<file path="config.mk">
export PLATFORM = sky130hd
export DESIGN_NAME = dmem_port_arbiter
export DESIGN_NICKNAME = d
export VERILOG_FILES = /design/src/rtl/dmem_port_arbiter.sv
export SDC_FILE = /design/constraint.sdc
export NUM_CORES = 1
export LEC_CHECK = 0
export CAP_MARGIN = 20
export CORE_MARGIN = 1.5
export CORE_UTILIZATION = 35
export CTS_CLUSTER_DIAMETER = 80
export DETAILED_ROUTE_END_ITERATION = 8
export PLACE_DENSITY = 0.74
export SYNTH_ARGS = -nofsm -noshare
export SYNTH_HDL_FRONTEND = slang
export SYNTH_SLANG_ARGS = --single-unit
</file>
<file path="constraint.sdc">
create_clock -name clk -period 2.5 [get_ports clk]
set_clock_uncertainty 0.1 [all_clocks]
set_input_delay 0.375 -clock clk [delete_from_list [all_inputs] [get_ports clk]]
set_output_delay 0.375 -clock clk [all_outputs]
set_load 0.01 [all_outputs]
</file>
<file path="src/rtl/dmem_port_arbiter.sv">
// Two-port arbiter for the single-port data memory. Port 0 is the load/store path
// and port 1 is the loader/debug port. Each transaction takes one ACCESS cycle and one RESP cycle.
module dmem_port_arbiter #(
  parameter int DW       = 32,
  parameter int AW       = 5,
  parameter int DEPTH    = 32,
  parameter int MAX_LOCK = 4
) (
  input  logic          clk,
  input  logic          resetn,
  input  logic          req0,
  input  logic [AW-1:0] addr0,
  input  logic          we0,
  input  logic [DW-1:0] wdata0,
  input  logic          req1,
  input  logic [AW-1:0] addr1,
  input  logic          we1,
  input  logic [DW-1:0] wdata1,
  input  logic          lock1,
  output logic          gnt0,
  output logic          gnt1,
  output logic          ack0,
  output logic          ack1,
  output logic [DW-1:0] rdata0,
  output logic [DW-1:0] rdata1,
  output logic          err0,
  output logic          err1,
  output logic          mem_en,
  output logic          mem_we,
  output logic [AW-1:0] mem_addr,
  output logic [DW-1:0] mem_wdata,
  input  logic [DW-1:0] mem_rdata,
  output logic          busy
);
  localparam int LW = $clog2(MAX_LOCK + 1);
  localparam logic [LW-1:0] LOCK_MAX_C = LW'(MAX_LOCK);
  localparam logic [LW-1:0] LOCK_ONE_C = LW'(1);
  localparam logic [AW:0]   DEPTH_C    = (AW + 1)'(DEPTH);

  typedef enum logic [1:0] {IDLE = 2'd0, ACCESS = 2'd1, RESP = 2'd2} state_t;

  function automatic logic in_range(input logic [AW-1:0] a);
    return ({1'b0, a} < DEPTH_C);
  endfunction

  state_t        state_r, state_s;
  logic          owner_r, owner_s, last_r;
  logic [AW-1:0] addr_r, addr_s;
  logic          we_r, we_s;
  logic [DW-1:0] wdata_r, wdata_s;
  logic [LW-1:0] lock_cnt_r, lock_cnt_s;
  logic          cand0_s, cand1_s, lock_win_s, grant_s, win_s;
  logic          gnt0_r, gnt1_r, ack0_r, ack1_r, err0_r, err1_r;
  logic          mem_en_r, mem_we_r, busy_r;
  logic [AW-1:0] mem_addr_r;
  logic [DW-1:0] mem_wdata_r;

  // Winner selection. In RESP the acked port's still-high request is ignored,
  // and an active lock keeps port 0 out so the flow drops through IDLE.
  always_comb begin
    cand0_s    = req0 && !(state_r == RESP && owner_r == 1'b0);
    cand1_s    = req1 && !(state_r == RESP && owner_r == 1'b1);
    lock_win_s = owner_r && lock1 && req1 && (lock_cnt_r < LOCK_MAX_C);
    grant_s    = 1'b0;
    win_s      = 1'b0;
    if (state_r == ACCESS) begin
      grant_s = 1'b0;
    end else if (lock_win_s) begin
      grant_s = cand1_s;
      win_s   = 1'b1;
    end else if (cand0_s && cand1_s) begin
      grant_s = 1'b1;
      win_s   = ~last_r;
    end else if (cand0_s || cand1_s) begin
      grant_s = 1'b1;
      win_s   = cand1_s;
    end else begin
      grant_s = 1'b0;
    end
  end

  // Next state, latched transaction and lock counter
  always_comb begin
    state_s    = IDLE;
    owner_s    = owner_r;
    addr_s     = addr_r;
    we_s       = we_r;
    wdata_s    = wdata_r;
    lock_cnt_s = lock_cnt_r;
    case (state_r)
      IDLE:    state_s = grant_s ? ACCESS : IDLE;
      ACCESS:  state_s = RESP;
      RESP:    state_s = grant_s ? ACCESS : IDLE;
      default: state_s = IDLE;
    endcase
    if (grant_s) begin
      owner_s = win_s;
      addr_s  = win_s ? addr1 : addr0;
      we_s    = win_s ? we1 : we0;
      wdata_s = win_s ? wdata1 : wdata0;
    end else begin
      owner_s = owner_r;
    end
    if (!lock1 || (grant_s && !win_s)) begin
      lock_cnt_s = '0;
    end else if (grant_s && req0 && (lock_cnt_r < LOCK_MAX_C)) begin
      lock_cnt_s = lock_cnt_r + LOCK_ONE_C;
    end else begin
      lock_cnt_s = lock_cnt_r;
    end
  end

  // Control state; reset abandons any transaction in flight
  always_ff @(posedge clk) begin
    if (!resetn) begin
      state_r    <= IDLE;
      owner_r    <= 1'b0;
      last_r     <= 1'b1;
      addr_r     <= '0;
      we_r       <= 1'b0;
      wdata_r    <= '0;
      lock_cnt_r <= '0;
    end else begin
      state_r    <= state_s;
      owner_r    <= owner_s;
      last_r     <= grant_s ? win_s : last_r;
      addr_r     <= addr_s;
      we_r       <= we_s;
      wdata_r    <= wdata_s;
      lock_cnt_r <= lock_cnt_s;
    end
  end

  // Output registers decoded from the upcoming state
  always_ff @(posedge clk) begin
    if (!resetn) begin
      gnt0_r      <= 1'b0;
      gnt1_r      <= 1'b0;
      ack0_r      <= 1'b0;
      ack1_r      <= 1'b0;
      err0_r      <= 1'b0;
      err1_r      <= 1'b0;
      mem_en_r    <= 1'b0;
      mem_we_r    <= 1'b0;
      mem_addr_r  <= '0;
      mem_wdata_r <= '0;
      busy_r      <= 1'b0;
    end else begin
      gnt0_r      <= (state_s != IDLE) && !owner_s;
      gnt1_r      <= (state_s != IDLE) && owner_s;
      ack0_r      <= (state_s == RESP) && !owner_s;
      ack1_r      <= (state_s == RESP) && owner_s;
      err0_r      <= (state_s == RESP) && !owner_s && !in_range(addr_s);
      err1_r      <= (state_s == RESP) && owner_s && !in_range(addr_s);
      mem_en_r    <= (state_s == ACCESS) && in_range(addr_s);
      mem_we_r    <= (state_s == ACCESS) && in_range(addr_s) && we_s;
      mem_addr_r  <= (state_s == ACCESS) ? addr_s : '0;
      mem_wdata_r <= (state_s == ACCESS) ? wdata_s : '0;
      busy_r      <= (state_s != IDLE);
    end
  end

  // Enables are gated by resetn so a reset during ACCESS never commits a write
  assign mem_en    = mem_en_r & resetn;
  assign mem_we    = mem_we_r & resetn;
  assign mem_addr  = mem_addr_r;
  assign mem_wdata = mem_wdata_r;
  assign gnt0      = gnt0_r;
  assign gnt1      = gnt1_r;
  assign ack0      = ack0_r;
  assign ack1      = ack1_r;
  assign err0      = err0_r;
  assign err1      = err1_r;
  assign busy      = busy_r;
  assign rdata0    = (ack0_r && !we_r && !err0_r) ? mem_rdata : '0;
  assign rdata1    = (ack1_r && !we_r && !err1_r) ? mem_rdata : '0;

endmodule

</file>
; Yosys cells after proc, flatten, opt, wreduce, memory -nomap -nowiden
; Index checks and enable logic that the tools add are counted.
[word_totals]
ff_bits = 89
out_inout_bits = 110
word_cells = 77
[classes]
addsub = 1
n_mux = 19
reduce_logical = 31
n_bitwise = 5
eq_ne = 4
n_lt_le_gt_ge = 1
[ops]
columns = cell, n
row1 = two-way mux 32 bit, 4
row2 = logical AND 1 bit, 18
row3 = two-way mux 1 bit, 12
row4 = two-way mux 5 bit, 2
row5 = zero test 1 bit, 6
row6 = equality test 2 x 1 -> 1 bit (second input constant), 2
row7 = equality test 2 bit (second input constant), 2
row8 = case mux 2 bit (2 select lines), 1
row9 = OR reduction 2 bit, 2
row10 = adder 3 x 1 -> 3 bit (second input constant), 1
row11 = less-than comparator 3 bit (second input constant), 1
row12 = NOT 1 bit, 3
row13 = AND 1 bit, 2
row14 = zero test 2 bit, 1
row15 = logical OR 1 bit, 2
row16 = AND reduction 2 bit, 1
row17 = nonzero test 2 bit, 1

; Longest topological paths before layout
[logic_depth]
ltp_word = 13
depth_mapped = 7
depth_no_buf = 4

; Worst setup path before layout
; No wires, ideal clock.
[synth_timing]
kind = reg-to-reg
startpoint = register owner_r
endpoint = register addr_r[4]
period_less_slack_ps = 1798
setup_ps = 136
stages_incl_launch_ff = 8
t_arrival_ps = 1562
setup_slack_ps = 702
path_cell_list = dfxtp_1 buf_6 and4b_4 or4_1 clkbuf_1 buf_2 nand3_1 a31oi_1
[synth_via]
elab_chain_cells = 11
word_cells_on_any_way = 22
[synth_rtl]
columns = element, line_no
row1 = "start, declared", 47  ; logic owner_r, owner_s, last_r;
row2 = "start signal, assigned", 125  ; owner_r <= owner_s;
row3 = NOT 1 bit, 61  ; cand0_s = req0 && !(state_r == RESP && owner_r == 1'b0);
row4 = logical AND 1 bit, 61
row5 = zero test 1 bit, 61
row6 = logical AND 1 bit, 61
row7 = logical OR 1 bit, 74  ; end else if (cand0_s || cand1_s) begin
row8 = two-way mux 1 bit, 74
row9 = two-way mux 1 bit, 71  ; end else if (cand0_s && cand1_s) begin
row10 = two-way mux 1 bit, 68  ; end else if (lock_win_s) begin
row11 = two-way mux 1 bit, 66  ; if (state_r == ACCESS) begin
row12 = two-way mux 5 bit, 98  ; addr_s = win_s ? addr1 : addr0;
row13 = two-way mux 5 bit *, 96  ; if (grant_s) begin
row14 = "end signal, assigned", 127  ; addr_r <= addr_s;
row15 = "end, declared", 48  ; logic [AW-1:0] addr_r, addr_s;
; Mark *: on every way between the ends. The rest lies on a longest branch, timed or not.
; A chain may end at the register's enable or synchronous reset.

; Worst setup path in the final report
[layout_timing]
startpoint = register ack1_r (netlist: ack1)
endpoint = output rdata1[16]
[layout_via]
elab_chain_cells = 2
[layout_rtl]
columns = element, line_no
row1 = "start, declared", 53  ; logic gnt0_r, gnt1_r, ack0_r, ack1_r, err0_r, err1_r;
row2 = "start signal, assigned", 152  ; ack1_r <= (state_s == RESP) && owner_s;
row3 = logical AND 1 bit, 176  ; assign rdata1 = (ack1_r && !we_r && !err1_r) ? mem_rdata : '0;
row4 = two-way mux 32 bit, 176
row5 = "end, declared", 25  ; output logic [DW-1:0] rdata1,
; No other way between the ends.

==> impl_metrics.toml <==
[status]
status = "complete, no violations"

[clock_network]
cts_setup_buffers = 0
cts_max_level = 3
clock_latency_ns = 0.33
cts_root_buffer = "clkbuf_16"
clk_path_buf_depth = 2
cts_tree = "yes"
cts_resized = 0
cts.sinks = 89
cts_hold_repair.buffers = 0
cts_buffers = 9
clk_pin_slew_ns = 0.07

[sta]
setup_tns_ns = 0
finalWorstPathRequiredPeriod_ns = 2.33
timing.final.crit_share_pct = 93.0
hold_viol_final = 0
clock.fmax_mhz = 430
rsz0062_at_grt = "no"
finalMaxSlewViolations = 0
setup_viol = 0

[drt]
via_count = 4567
detail_route.wl_per_cell_um = 18.2
drcViolationCount = 0
ant_nets = 0
firstDrtPassIters = 6
routed_via_density = 5.71
drtIter0Drc = 495
postRouteWirelength_um = 14500

[global_routing]
grt_pass1_vias = 4349
grtUsageTotal_pct = 23.4
grt_max_degree = 44
grt_pass1_wl_um = 22100
grt_overflow_total = 0
antenna_found_initial = 0

[yosys]
synth_xor_area_share_pct = 0
synth_top_family_by_area = "simple AND/OR/NAND/NOR gates"
synth_cell_types = 39
post_synth_mux_area_share_pct = 0
syn_inst = 454
synthSimpleGateAreaFrac_pct = 25.0
synth_compound_area_share_pct = 23.6
ys_ff_latch = 89
yosys_most_used_dff = "dfxtp_1"
synthAdderAreaFrac_pct = 0.313
async_flop_share_pct = 0
yosysWarnings = 0
synth_edf_count = 0
synth_seq_area_share_pct = 44.5
syn-cell-area_sq_um = 4000
syn_area_per_cell_sq_um = 8.81

[floorplan]
io_pins = 223
initial_utilization_pct = 36.4
die_y_um = 110
dieWidth_um = 110
std_cell_rows = 38
core_sq_um = 11000
die_area_sq_um = 12100

[finish]
layout_common_cells = "220 x clkdlybuf4s50_1, 89 x dfxtp_1, 79 x nand3_1, 76 x a31oi_1, 66 x and2_1"
drive_gt1_share_pct = 6.97
antenna_cells = 0
layout_commonest_cell = "clkdlybuf4s50_1"
fin_nets = 769
fin_util_pct = 60.8
area_growth_pct = 66.9

[worst_setup_path]
critPathRequiredTime_ns = 2.03
r2r_slack_ns = 0.48
cp_max_fo = 32
end_kind = "output port"
critPathArrivalTime_ns = 1.85
r2r-end = "wdata_r[19]"
worstSetupStartpointType = "flop"
worstSetupPathType = "flop to output port"
critPathLaunch = "ack1"
crit_path_end = "rdata1[16]"
ff2ff_path_depth = 5
r2r_start = "owner_r"

[pwr]
p_leak_nw = 2.43
ir_drop_mv = 0.433
power_frac_seq_pct = 42.7
clkPwrFrac_pct = 35.8
net-switching-power_w = 0.00103
power_density_nw_per_um2 = 547
p_comb_share_pct = 21.5
sw_frac_of_total_pct = 28.2
power.internal_w = 0.00262

[flow_run]
maxCapViolCount = 0

[placement]
hpwl_um = 10000
place.gp.congestion = 0.807
port_buffers = 220

[min_path]
hold_depth = 2
hold_path_class = "flop to flop"
[cells by family (layout without fill, tap and decap cells)]
logic type	Yosys count	in the layout
flops	89	89
compound gates	132	132
buf+inv	58	263
simple gates	173	173
other cells	1	2
fa+ha+maj	1	1
[cells in the mapped netlist (5+ instances only)]
cell	count	area share [%]
a21oi_1	7	0.88
dfxtp_1	89	45
o311ai_1	38	8.3
nand2_1	5	0.47
a31oi_1	76	12
clkbuf_1	28	2.6
nand3_1	79	9.9
buf_2	17	2.1
inv_1	6	0.56
and2_1	67	10
[per-stage QoR]
| stage | area [sq um] | worst slack [ns] | total power (W) | hold slack, ns | instances |
|---|---|---|---|---|---|
| floorplan | 4010 | 0.702 | 0.00193 | 0.347 | 455 |
| global placement | 6390 | 0.150 | 0.00235 | 0.365 | 784 |
| detailed placement | 6390 | 0.0748 | 0.00237 | 0.392 | 784 |
| CTS | 6680 | 0.204 | 0.00366 | 0.400 | 800 |
| global route | 6680 | 0.0592 | 0.00379 | 0.420 | 800 |
| finish | 6680 | 0.174 | 0.00365 | 0.404 | 800 |
[power groups by stage]
stage / registers [W] / logic, W / clock network [W]
5_1_grt: 0.00157 / 0.000843 / 0.00138
3_5_place_dp: 0.00159 / 0.000779 / 0
2_1_floorplan: 0.00160 / 0.000331 / 0
4_1_cts: 0.00156 / 0.000784 / 0.00132
3_3_place_gp: 0.00159 / 0.000766 / 0
6_report: 0.00156 / 0.000785 / 0.00131
[flip-flops by register name, indices dropped and copies added (netlist names)]
name and count:
gnt0 1, lock_cnt_r 3, last_r 1, mem_we_r 1, addr_r 5, mem_wdata 32
mem_en_r 1, we_r 1, gnt1 1, owner_r 1, state_r 2, busy 1
mem_addr 5, ack0 1, ack1 1, wdata_r 32
[critical path, cell delays in order (launching register included)]
cell,delay [ns]
dfxtp_1,0.32
nor2b_1,0.12
buf_4,0.27
and2_1,0.17
clkdlybuf4s50_1,0.64
[how the worst min path moves through the flow]
stage                          endpoint          start  slack (ns)
after floorplan                  last_r         resetn        0.35
after global placement    lock_cnt_r[1]  lock_cnt_r[1]        0.36
after global routing       mem_wdata[3]     wdata_r[3]        0.42
final                     mem_wdata[23]    wdata_r[23]        0.40
after CTS                 mem_wdata[15]    wdata_r[15]        0.40
after detailed placement  mem_wdata[23]    wdata_r[23]        0.39
[metal layers]
metal | vias to the layer above | part of all wire [%] | GRT usage [%]
met5 | - | 0 | 0
met4 | 0 | 2.1 | 7.70
met3 | 38 | 9.2 | 6.28
met2 | 266 | 49 | 39.8
met1 | 2148 | 39 | 28.7
li1 | 2115 | - | -
[final cells by class]
cell class | count | area (sq um)
Clock buffer | 9 | 225
Fill cell | 947 | 4310
Multi-Input combinational cell | 308 | 2000
Inverter | 6 | 22.5
Tap cell | 140 | 175
Sequential cell | 89 | 1780
Clock inverter | 7 | 60.1
Timing Repair Buffer | 241 | 2410
(Power assumes the default switching activity.)
